==> src/rtl/tick_prescaler_if.sv <==
// Control/status bundle between a tick_prescaler and its controller.
interface tick_prescaler_if #(
  parameter int DIV_WIDTH   = 16,
  parameter int BURST_WIDTH = 32
);
  logic                   start;
  logic                   stop;
  logic                   pause;
  logic [DIV_WIDTH-1:0]   div;
  logic [BURST_WIDTH-1:0] burst;
  logic                   tick;
  logic                   done;
  logic                   busy;
  logic [BURST_WIDTH-1:0] ticks_left;

  modport master (
    output start, stop, pause, div, burst,
    input  tick, done, busy, ticks_left
  );

  modport slave (
    input  start, stop, pause, div, burst,
    output tick, done, busy, ticks_left
  );
endinterface

==> src/rtl/tick_prescaler.sv <==
// Programmable tick (enable pulse) generator: divides clk by div+1, continuous or burst mode.
// Optional TICK_PRESCALER_AUTORELOAD_EN: a finished burst reloads and keeps running.
module tick_prescaler #(
  parameter int DIV_WIDTH   = 16,
  parameter int BURST_WIDTH = 32
) (
  input logic             clk,
  input logic             rst,
  tick_prescaler_if.slave bus
);
  localparam logic [1:0] IDLE  = 2'd0;
  localparam logic [1:0] RUN   = 2'd1;
  localparam logic [1:0] PAUSE = 2'd2;

  localparam logic [BURST_WIDTH-1:0] BURST_ONE = BURST_WIDTH'(1);

  logic [1:0]             state;
  logic [DIV_WIDTH-1:0]   div_q;
  logic [DIV_WIDTH-1:0]   pre;
  logic [BURST_WIDTH-1:0] burst_q;

  always_ff @(posedge clk) begin
    if (rst) begin
      state          <= IDLE;
      div_q          <= '0;
      pre            <= '0;
      burst_q        <= '0;
      bus.tick       <= 1'b0;
      bus.done       <= 1'b0;
      bus.busy       <= 1'b0;
      bus.ticks_left <= '0;
    end else begin
      bus.tick <= 1'b0;
      bus.done <= 1'b0;
      if (state != IDLE && bus.stop) begin
        state          <= IDLE;
        bus.ticks_left <= '0;
        bus.busy       <= 1'b0;
      end else begin
        case (state)
          IDLE: begin
            if (bus.start && !bus.stop) begin
              state          <= RUN;
              div_q          <= bus.div;
              pre            <= bus.div;
              burst_q        <= bus.burst;
              bus.ticks_left <= bus.burst;
              bus.busy       <= 1'b1;
            end else begin
              // busy lingers one cycle after a completed burst's done pulse
              bus.busy <= 1'b0;
            end
          end
          RUN, PAUSE: begin
            if (bus.pause) begin
              state <= PAUSE;
            end else begin
              // the resume edge counts too, so each pause cycle costs exactly one cycle
              state <= RUN;
              if (pre == '0) begin
                pre      <= div_q;
                bus.tick <= 1'b1;
                if (burst_q != '0) begin
                  if (bus.ticks_left == BURST_ONE) begin
                    bus.done <= 1'b1;
`ifdef TICK_PRESCALER_AUTORELOAD_EN
                    bus.ticks_left <= burst_q;
`else
                    bus.ticks_left <= '0;
                    state          <= IDLE;
`endif
                  end else begin
                    bus.ticks_left <= bus.ticks_left - BURST_ONE;
                  end
                end
              end else begin
                pre <= pre - DIV_WIDTH'(1);
              end
            end
          end
          default: begin
            state    <= IDLE;
            bus.busy <= 1'b0;
          end
        endcase
      end
    end
  end
endmodule
==> src/flat_wrapper.sv <==
// flat-port wrapper written by rule: the top's interface ports become plain ports
module tick_prescaler_flat 
#(
  parameter int DIV_WIDTH   = 16,
  parameter int BURST_WIDTH = 32
)
  (clk, rst, bus_start, bus_stop, bus_pause, bus_div, bus_burst, bus_tick, bus_done, bus_busy, bus_ticks_left);
  tick_prescaler_if #(.DIV_WIDTH(DIV_WIDTH), .BURST_WIDTH(BURST_WIDTH)) bus_i ();
  input logic clk;
  input logic rst;
  input wire logic [$bits(bus_i.start)-1:0] bus_start;
  input wire logic [$bits(bus_i.stop)-1:0] bus_stop;
  input wire logic [$bits(bus_i.pause)-1:0] bus_pause;
  input wire logic [$bits(bus_i.div)-1:0] bus_div;
  input wire logic [$bits(bus_i.burst)-1:0] bus_burst;
  output wire logic [$bits(bus_i.tick)-1:0] bus_tick;
  output wire logic [$bits(bus_i.done)-1:0] bus_done;
  output wire logic [$bits(bus_i.busy)-1:0] bus_busy;
  output wire logic [$bits(bus_i.ticks_left)-1:0] bus_ticks_left;
  assign bus_i.start = bus_start;
  assign bus_i.stop = bus_stop;
  assign bus_i.pause = bus_pause;
  assign bus_i.div = bus_div;
  assign bus_i.burst = bus_burst;
  assign bus_tick = bus_i.tick;
  assign bus_done = bus_i.done;
  assign bus_busy = bus_i.busy;
  assign bus_ticks_left = bus_i.ticks_left;
  tick_prescaler #(.DIV_WIDTH(DIV_WIDTH), .BURST_WIDTH(BURST_WIDTH)) u_core (.clk(clk), .rst(rst), .bus(bus_i));
endmodule
==> config.mk <==
export PLATFORM = sky130hd
export DESIGN_NAME = tick_prescaler_flat
export DESIGN_NICKNAME = d
export VERILOG_FILES = /design/src/rtl/tick_prescaler_if.sv /design/src/rtl/tick_prescaler.sv /design/src/flat_wrapper.sv
export SDC_FILE = /design/constraint.sdc
export NUM_CORES = 1
export LEC_CHECK = 0
export CAP_MARGIN = 40
export CORE_MARGIN = 1.5
export CORE_UTILIZATION = 40
export CTS_CLUSTER_SIZE = 16
export DETAILED_ROUTE_END_ITERATION = 8
export PLACE_DENSITY_LB_ADDON = 0.2
export SLEW_MARGIN = 20
export SYNTH_ARGS = -nofsm -noshare
export SYNTH_HDL_FRONTEND = slang
export SYNTH_SLANG_ARGS = --single-unit
==> constraint.sdc <==
create_clock -name clk -period 3.1 [get_ports clk]
set_input_delay 0.62 -clock clk [delete_from_list [all_inputs] [get_ports clk]]
set_output_delay 0.62 -clock clk [all_outputs]
set_load 0.05 [all_outputs]
==> flow_summary_export.csv, run 1 <==
group,metric,value,unit
yosys,synthCells,713,
clocking,cts_resized,0,
placement,dpl_cell_area,6480,um2
final_layout,fin_nets,849,
critical_path,critPathLaunchType,"flip-flop",
timing,setup_viol,0,
yosys,netlist_area,5340,um2
placement,port_buffers,87,
route,vias_per_cell,5.92,
power,p_leak,0.00243,uW
timing,post-route-period-util,89.6,%
clocking,cts_max_path_buffers,2,
floorplan,die_y,119,um
yosys,synth_top_family_by_area,"simple AND/OR/NAND/NOR gates",
timing,timing.final.ws_setup,0.323,ns
global_route,antenna_found_initial,0,
yosys,yosysTopAreaCell,"dfxtp_1",
timing,post-route-min-period,2.78,ns
final_layout,area_growth,27.8,%
timing,hold_violations,0,
clocking,postCtsHoldBufs,0,
timing,tns,0,ns
final_layout,fill_cells,1301,
yosys,async_flop_share,0,%
timing,fin_hold_ws,0.452,ns
route,wire_per_inst,18.0,um
timing,worst_pin_slew,0.852,ns
clocking,htreeDepth,3,
global_route,grtUsageMet3,3.47,%
run,maxCapViolCount,0,
critical_path,cp_data_required_time,3.33,ns
timing,fin_skew,0.00888,ns
worst_hold_path,hp-class,"reg -> reg",
critical_path,slowest_stage,"or4b_2",
floorplan,die_w,119,um
timing,rsz0062_at_grt,"false",
clocking,post_cts_buffers,0,
clocking,path_clk_slew,0.07,ns
timing,fmax,0.360,GHz
clocking,cts_tree,"built",
clocking,cts.sinks,101,
global_route,grt_use_total,24.8,%
global_route,grt-ovfl-total,0,
yosys,synth-edff-count,0,
clocking,numCtsBuffers,9,
yosys,synth.area.top_cells,"dfxtp_1 38%, a21oi_1 9.7%, nand2_1 9.3%",
yosys,synthMostInstantiatedCell,"nand2_1",
floorplan,core,13100,um2
critical_path,worstPathMaxFanout,7,
global_route,grt_pass1_vias,5441,
route,wirelength,17.5,mm
yosys,yosysTopAreaCellShare,37.8,%
power,p_per_area,658,nW/um2
critical_path,critPathCaptureType,"flip-flop",
yosys,muxShareOfSynthArea,0.375,%
route,first_pass_iters,5,
yosys,syn_nets,772,
yosys,synth_warnings,0,
route,drc,0,
final_layout,instances_no_fill,971,
floorplan,start_util,40.7,%
yosys,synthAdderAreaFrac,1.41,%
yosys,synth_compound_area_share,26.8,%
global_route,met2_usage,40.9,%
placement,dp_hpwl,12.5,mm
floorplan,dieArea,14100,um2
yosys,synthXorXnorAreaFrac,1.31,%
yosys,synth.avg_cell_area,7.49,um2
final_layout,drive_gt1_share,7.30,%
placement,dp.cells,955,
yosys,seq_area_frac_synth,37.8,%
timing,drv_slew,0,
yosys,synth_commonest_cells,"132 x nand2_1, 104 x a21oi_1, 101 x dfxtp_1, 47 x nor2_1, 43 x clkbuf_1",
critical_path,crit_path_cell_trace,"inv_1 > ha_1 > or4b_2 > nor4_4 > nand3_1 > or3_1 > nand4_1 > o211ai_1",
global_route,grt_max_degree,65,
route,drtIter0Drc,489,
yosys,synthDistinctLibCells,60,
clocking,root_buffer,"clkbuf_16",
critical_path,slowest_delay,0.74,ns
global_route,gr-usage-met1,31.8,%
global_route,grt_pass1_wl,28.0,mm
yosys,yosys.area_share.simple,27.3,%
critical_path,path_class,"reg -> reg",
critical_path,cp.arrival,3.01,ns
final_layout,postLayoutCellArea,6830,um2
power,ir_drop,0.299,mV
route,num_vias,5752,
route,ant_nets,0,
global_route,grt-busiest-layer,"met2",
clocking,clk_latency,0.35,ns
run_status,status,"finished clean",
placement,pre_cts_slack,0.358,ns
placement,gp_congestion,0.906,
floorplan,ioPinCount,88,
timing,max_slew_margin,43.0,%
floorplan,num_rows,42,
yosys,ys.flop_type,"dfxtp_1",
final_layout,num_antenna_cells,0,
yosys,synth_seq_cells,101,
stage by stage:
step | util [%] | total power, uW
5_1_grt | 52.0 | 4710
3_3_place_gp | 49.3 | 3150
4_1_cts | 52.0 | 4480
6_report | 52.0 | 4490
3_5_place_dp | 49.3 | 3160
2_1_floorplan | - | 2600
cells in the final DEF (no fill, tap or decap), types with 16 or more instances in the layout:
cell type and n:
dfxtp_1 101, o211ai_1 19, nor2_1 47, clkdlybuf4s50_1 86, a21oi_1 103, nor3_1 21
nand3_1 19, buf_4 27, nor4_1 17, o21ai_0 28, inv_1 16, nand2_1 132
cell type report:
type / count / area [um2] / share of cell area, %
Clock buffer: 9 / 225 / 3.30
Inverter: 16 / 60.1 / 0.880
Clock inverter: 7 / 123 / 1.80
Multi-Input combinational cell: 546 / 3070 / 44.9
Tap cell: 176 / 220 / 3.23
Sequential cell: 101 / 2020 / 29.6
Timing Repair Buffer: 116 / 1110 / 16.2
flip-flops by register name, summed over array words and instances (netlist names):
signal and flops:
u_core.burst_q 32, u_core.bus.ticks_left 32, u_core.div_q 16, u_core.pre 16, u_core.state 2, u_core.bus.busy 1, u_core.bus.done 1, u_core.bus.tick 1
layer usage:
metal | wire [um] | vias to the layer above
met5 | 0 | -
met4 | 566 | 0
met3 | 1480 | 44
met2 | 8020 | 295
met1 | 7410 | 2654
li1 | - | 2759
cells by family after synthesis:
family                   after synthesis
AO/OA/AOI/OAI                        229
AND/OR/NAND/NOR                      301
multiplexers                           2
buffers and inverters                 66
XOR/XNOR                               8
flip-flops                           101
adder cells (fa/ha/maj)                6
report_power, final:
group / switching [uW] / total [uW] / internal (uW)
clock: 533 / 1330 / 795
sequential: 128 / 1530 / 1400
combinational: 1040 / 1640 / 598
total: 1700 / 4490 / 2800
worst paths after layout:
kind                                                from                         to  slack (ns)  cells after the start
worst min-delay path                     u_core.div_q[9]            u_core.div_q[9]        0.45                      2
worst max-delay path            u_core.bus.ticks_left[0]  u_core.bus.ticks_left[22]        0.32                      8
worst min register to register           u_core.div_q[9]            u_core.div_q[9]        0.45                      2
worst max register to register  u_core.bus.ticks_left[0]  u_core.bus.ticks_left[22]        0.32                      8
worst max-delay path, delay by kind of cell (launching register included):
family                     cells  cell delay (ns)
DFF                            1             0.37
and+or+nand+nor                5             1.83
adders and majority gates      1             0.24
AOI/OAI and AO/OA              1             0.10
buffers and inverters          1             0.11
Power figures use the tool's default switching activity.
==> run 2: changes to the inputs <==
--- a/config.mk
+++ b/config.mk
@@ -10,7 +10,7 @@
 export CORE_UTILIZATION = 40
 export CTS_CLUSTER_SIZE = 16
 export DETAILED_ROUTE_END_ITERATION = 8
-export PLACE_DENSITY_LB_ADDON = 0.2
+export PLACE_DENSITY = 0.61
 export SLEW_MARGIN = 20
 export SYNTH_ARGS = -nofsm -noshare
 export SYNTH_HDL_FRONTEND = slang
==> run 2 against run 1 <==
Net effect:
- sequential power hardly changed
- highest routed layer unchanged
- largest cell class unchanged
- utilization is 0.39 points lower
- largest power group unchanged
- clock-buffer cell count stayed put
- sequential share of layout area is 0.22 points higher
- first-iteration DRC count is 7.4% higher
- non-clock buffer count is 1 higher
- critical path depth is 1 lower
==> flow_summary_export.csv, run 2 (synthesis results as in run 1) <==
group,metric,value,unit
run_status,status,"finished clean",
timing,post-route-min-period,2.68,ns
global_route,grt_pass1_vias,5469,
route,num_vias,5681,
timing,max_slew_margin,55.7,%
clocking,numCtsBuffers,9,
timing,drv_slew,0,
placement,dpl_cell_area,6460,um2
run,maxCapViolCount,0,
power,p_leak,0.00241,uW
critical_path,cp_data_required_time,3.34,ns
timing,setup_viol,0,
critical_path,r2r_start,"u_core.bus.ticks_left[6]",
timing,tns,0,ns
placement,dp_hpwl,12.3,mm
route,first_pass_iters,5,
final_layout,largestRegisters,"u_core.burst_q: 32 flops, u_core.bus.ticks_left: 32 flops",
critical_path,path_class,"reg -> reg",
timing,post-route-period-util,86.6,%
timing,rsz0062_at_grt,"false",
timing,worst_pin_slew,0.657,ns
global_route,grt-ovfl-total,0,
critical_path,critPathTopFamily,"simple AND/OR/NAND/NOR gates",
worst_hold_path,worstHoldStart,"u_core.div_q[5]",
critical_path,critPathLaunchType,"flip-flop",
floorplan,dieArea,14100,um2
final_layout,num_antenna_cells,0,
floorplan,core,13100,um2
critical_path,path_buf_inv,1,
route,drtIter0Drc,525,
timing,fin_skew,0.0110,ns
power,switching_share,40.2,%
clocking,post_cts_buffers,0,
floorplan,num_rows,42,
power,p_per_area,638,nW/um2
power,p_sw,1740,uW
clocking,htreeDepth,3,
power,comb_power_share,37.6,%
critical_path,cp-startpoint,"u_core.bus.ticks_left[6]",
route,ant_nets,0,
clocking,cts_max_path_buffers,2,
global_route,grt_max_degree,41,
critical_path,critPathCaptureType,"flip-flop",
floorplan,die_y,119,um
critical_path,worstPathMaxFanout,9,
power,internal_power,2580,uW
clocking,cts_tree,"built",
final_layout,fill_cells,1295,
clocking,cts.sinks,101,
placement,gp_congestion,0.905,
power,ir_drop,0.393,mV
final_layout,final_common_cell,"nand2_1",
power,power_frac_seq,35.4,%
floorplan,ioPinCount,88,
critical_path,slowest_delay,0.67,ns
worst_hold_path,hp-class,"reg -> reg",
critical_path,crit_path_cell_trace,"or4_1 > or4_4 > o31ai_1 > buf_4 > nor2_1 > a21oi_1 > o211ai_1",
final_layout,area_growth,26.8,%
global_route,antenna_found_initial,0,
final_layout,drive_gt1_share,7.41,%
route,wire_per_inst,17.5,um
route,drc,0,
clocking,cts_resized,0,
timing,hold_violations,0,
floorplan,die_w,119,um
route,vias_per_cell,5.84,
critical_path,cp.arrival,2.93,ns
power,clkPwrFrac,27.0,%
floorplan,start_util,40.7,%
final_layout,postLayoutCellArea,6770,um2
clocking,clk_latency,0.37,ns
global_route,grt_use_total,24.9,%
placement,port_buffers,87,
clocking,path_clk_slew,0.08,ns
clocking,root_buffer,"clkbuf_16",
clocking,postCtsHoldBufs,0,
route,wirelength,17.1,mm
final_layout,final_cell_mix,"132 x nand2_1, 103 x a21oi_1, 101 x dfxtp_1",
critical_path,slowest_stage,"or4_1",
global_route,grt_pass1_wl,27.9,mm
final_layout,fin_nets,850,
timing,fmax,0.372,GHz
-- run 2: cell count changes in the layout (fill, tap and decap cells not counted), sizes merged --
cell	change
buf	+1
bufinv	-3
clkinv	+1
clkinvlp	-1
inv	+3
-- run 2: tightest hold or removal path, cell delays in order (launching register included) --
cell	delay, ns
dfxtp_1	0.31
nand2_1	0.05
a21oi_1	0.05
-- run 2: path summary, 6_finish.rpt --
kind | end | slack [ns] | depth (start not counted)
min | u_core.div_q[5] | 0.45 | 2
min reg2reg | u_core.div_q[5] | 0.45 | 2
max reg2reg | u_core.bus.ticks_left[22] | 0.42 | 7
max | u_core.bus.ticks_left[22] | 0.42 | 7
-- run 2: metrics by stage --
stage / hold WS (ns) / power [uW] / std cells / util (%) / setup slack (ns)
6_report: 0.453 / 4320 / 972 / 51.6 / 0.415
5_1_grt: 0.472 / 4560 / 972 / 51.6 / 0.304
4_1_cts: 0.457 / 4340 / 972 / 51.6 / 0.404
3_5_place_dp: 0.446 / 3160 / 956 / 49.2 / 0.374
3_3_place_gp: 0.440 / 3150 / 956 / 49.2 / 0.421
2_1_floorplan: 0.433 / 2600 / 713 / - / 0.364
-- run 2: power groups by stage --
stage	combinational, uW	clock (uW)	sequential (uW)
4_1_cts	1610	1200	1520
5_1_grt	1760	1250	1550
3_3_place_gp	1600	0	1550
6_report	1620	1170	1530
3_5_place_dp	1600	0	1550
2_1_floorplan	924	0	1670
-- run 2: area by class of cell --
type / count / area (um2) / share of cell area (%)
Multi-Input combinational cell: 546 / 3070 / 45.3
Timing Repair Buffer: 117 / 1090 / 16.1
Clock buffer: 9 / 225 / 3.32
Clock inverter: 7 / 88.8 / 1.31
Sequential cell: 101 / 2020 / 29.8
Tap cell: 176 / 220 / 3.25
Inverter: 16 / 60.1 / 0.887
-- run 2: per-layer routing --
metal / global-route usage [%] / vias to the layer above / share of wire [%] / wire [um]
li1: - / 2758 / - / -
met3: 6.32 / 36 / 5.8 / 986
met4: 10.2 / 0 / 2.6 / 450
met5: 0 / - / 0 / 0
met2: 41.1 / 212 / 48 / 8240
met1: 30.9 / 2675 / 43 / 7370
==> run 3: changes to the inputs <==
--- a/config.mk
+++ b/config.mk
@@ -6,6 +6,7 @@
 export NUM_CORES = 1
 export LEC_CHECK = 0
 export CAP_MARGIN = 40
+export CORE_ASPECT_RATIO = 1.2
 export CORE_MARGIN = 1.5
 export CORE_UTILIZATION = 40
 export CTS_CLUSTER_SIZE = 16
==> run 3 against run 2 <==
Net effect:
- clock-buffer cell count is the same
- non-clock buffer count down 1
- routed wire length barely moved
- die area hardly changed
==> flow_summary_export.csv, run 3 (synthesis results as in run 1) <==
group,metric,value,unit
critical_path,slowest_delay,0.76,ns
final_layout,area_growth,26.3,%
timing,max_slew_margin,49.2,%
timing,fin_hold_ws,0.456,ns
worst_hold_path,worstHoldPathCells,2,
final_layout,final_cell_mix,"132 x nand2_1, 103 x a21oi_1, 101 x dfxtp_1",
run_status,status,"finished clean",
timing,hold_violations,0,
floorplan,start_util,40.7,%
critical_path,slowest_stage,"or4b_2",
floorplan,core,13100,um2
clocking,numCtsBuffers,9,
critical_path,crit_path_cell_trace,"inv_1 > ha_1 > or4b_2 > nor4_4 > nand3_1 > or3_1 > nand4_1 > o211ai_1",
critical_path,critPathLaunchType,"flip-flop",
clocking,root_buffer,"clkbuf_16",
final_layout,fill_cells,1326,
final_layout,final_common_cell,"nand2_1",
global_route,grt-ovfl-total,0,
clocking,htreeDepth,3,
critical_path,r2r_slack,0.42,ns
timing,post-route-min-period,2.68,ns
power,p_leak,0.00240,uW
timing,fin_skew,0.0129,ns
clocking,cts_max_path_buffers,2,
timing,post-route-period-util,86.4,%
floorplan,die_y,130,um
global_route,grt_use_total,24.7,%
global_route,grt_max_degree,65,
route,first_pass_iters,5,
global_route,antenna_found_initial,0,
worst_hold_path,hp-class,"reg -> reg",
timing,rsz0062_at_grt,"false",
timing,drv_slew,0,
clocking,postCtsHoldBufs,0,
power,ir_drop,0.262,mV
power,p_per_area,640,nW/um2
run,maxCapViolCount,0,
timing,tns,0,ns
floorplan,die_w,109,um
clocking,path_clk_slew,0.07,ns
floorplan,ioPinCount,88,
placement,gp_congestion,0.952,
clocking,clk_latency,0.35,ns
route,ant_nets,0,
route,num_vias,5644,
route,vias_per_cell,5.86,
critical_path,worstPathMaxFanout,7,
critical_path,cp.arrival,2.90,ns
timing,setup_viol,0,
floorplan,num_rows,46,
final_layout,largestRegisters,"u_core.burst_q: 32 flops, u_core.bus.ticks_left: 32 flops",
route,drc,0,
timing,worst_pin_slew,0.760,ns
critical_path,cp_data_required_time,3.33,ns
placement,dp_hpwl,12.3,mm
route,wire_per_inst,17.7,um
clocking,cts.sinks,101,
final_layout,fin_nets,849,
global_route,grt_pass1_vias,5262,
clocking,cts_tree,"built",
critical_path,path_class,"reg -> reg",
global_route,grt_pass1_wl,27.2,mm
floorplan,dieArea,14100,um2
timing,fmax,0.374,GHz
clocking,post_cts_buffers,0,
critical_path,reg2reg_depth,8,
final_layout,num_antenna_cells,0,
route,wirelength,17.0,mm
final_layout,finish.utilization,51.4,%
route,drtIter0Drc,361,
placement,port_buffers,87,
critical_path,critPathCaptureType,"flip-flop",
clocking,cts_resized,0,
final_layout,drive_gt1_share,7.42,%
run 3: cell type report:
type / instances / area (um2) / share of cell area [%]
Tap cell: 168 / 210 / 3.12
Clock buffer: 9 / 225 / 3.34
Sequential cell: 101 / 2020 / 30.0
Multi-Input combinational cell: 546 / 3070 / 45.5
Inverter: 16 / 60.1 / 0.890
Timing Repair Buffer: 116 / 1080 / 16.1
Clock inverter: 7 / 72.6 / 1.08
run 3: final timing paths:
| check | start | to |
|---|---|---|
| worst max-delay path | u_core.bus.ticks_left[0] | u_core.bus.ticks_left[22] |
| worst min-delay path | u_core.div_q[9] | u_core.div_q[9] |
| worst max register to register | u_core.bus.ticks_left[0] | u_core.bus.ticks_left[22] |
| worst min register to register | u_core.div_q[9] | u_core.div_q[9] |
run 3: where the power goes:
group / switching [uW] / internal [uW]
Clock: 522 / 629
Combinational: 1030 / 609
Sequential: 128 / 1400
run 3: per-layer routing:
layer | share of wire, % | routed length (um) | track usage [%] | vias to the layer above
met5 | 0 | 0 | 0 | -
met4 | 2.7 | 454 | 10.1 | 0
met3 | 6.6 | 1130 | 4.07 | 29
met2 | 50 | 8480 | 41.9 | 211
met1 | 41 | 6980 | 31.0 | 2651
li1 | - | - | - | 2753
run 3: through the flow:
stage / cells / worst slack (ns) / cell area (um2) / total power (uW)
after floorplan: 713 / 0.364 / 5340 / 2600
after global placement: 947 / 0.341 / 6440 / 3150
after detailed placement: 947 / 0.277 / 6450 / 3180
after CTS: 963 / 0.413 / 6750 / 4330
after global routing: 963 / 0.240 / 6750 / 4560
final: 963 / 0.423 / 6750 / 4320
run 3: critical path, delay by kind of cell (launching register included):
family | cells | cell delay, ns
simple gates | 5 | 1.67
flops | 1 | 0.39
fa+ha+maj | 1 | 0.26
buf+inv | 1 | 0.12
compound gates | 1 | 0.10
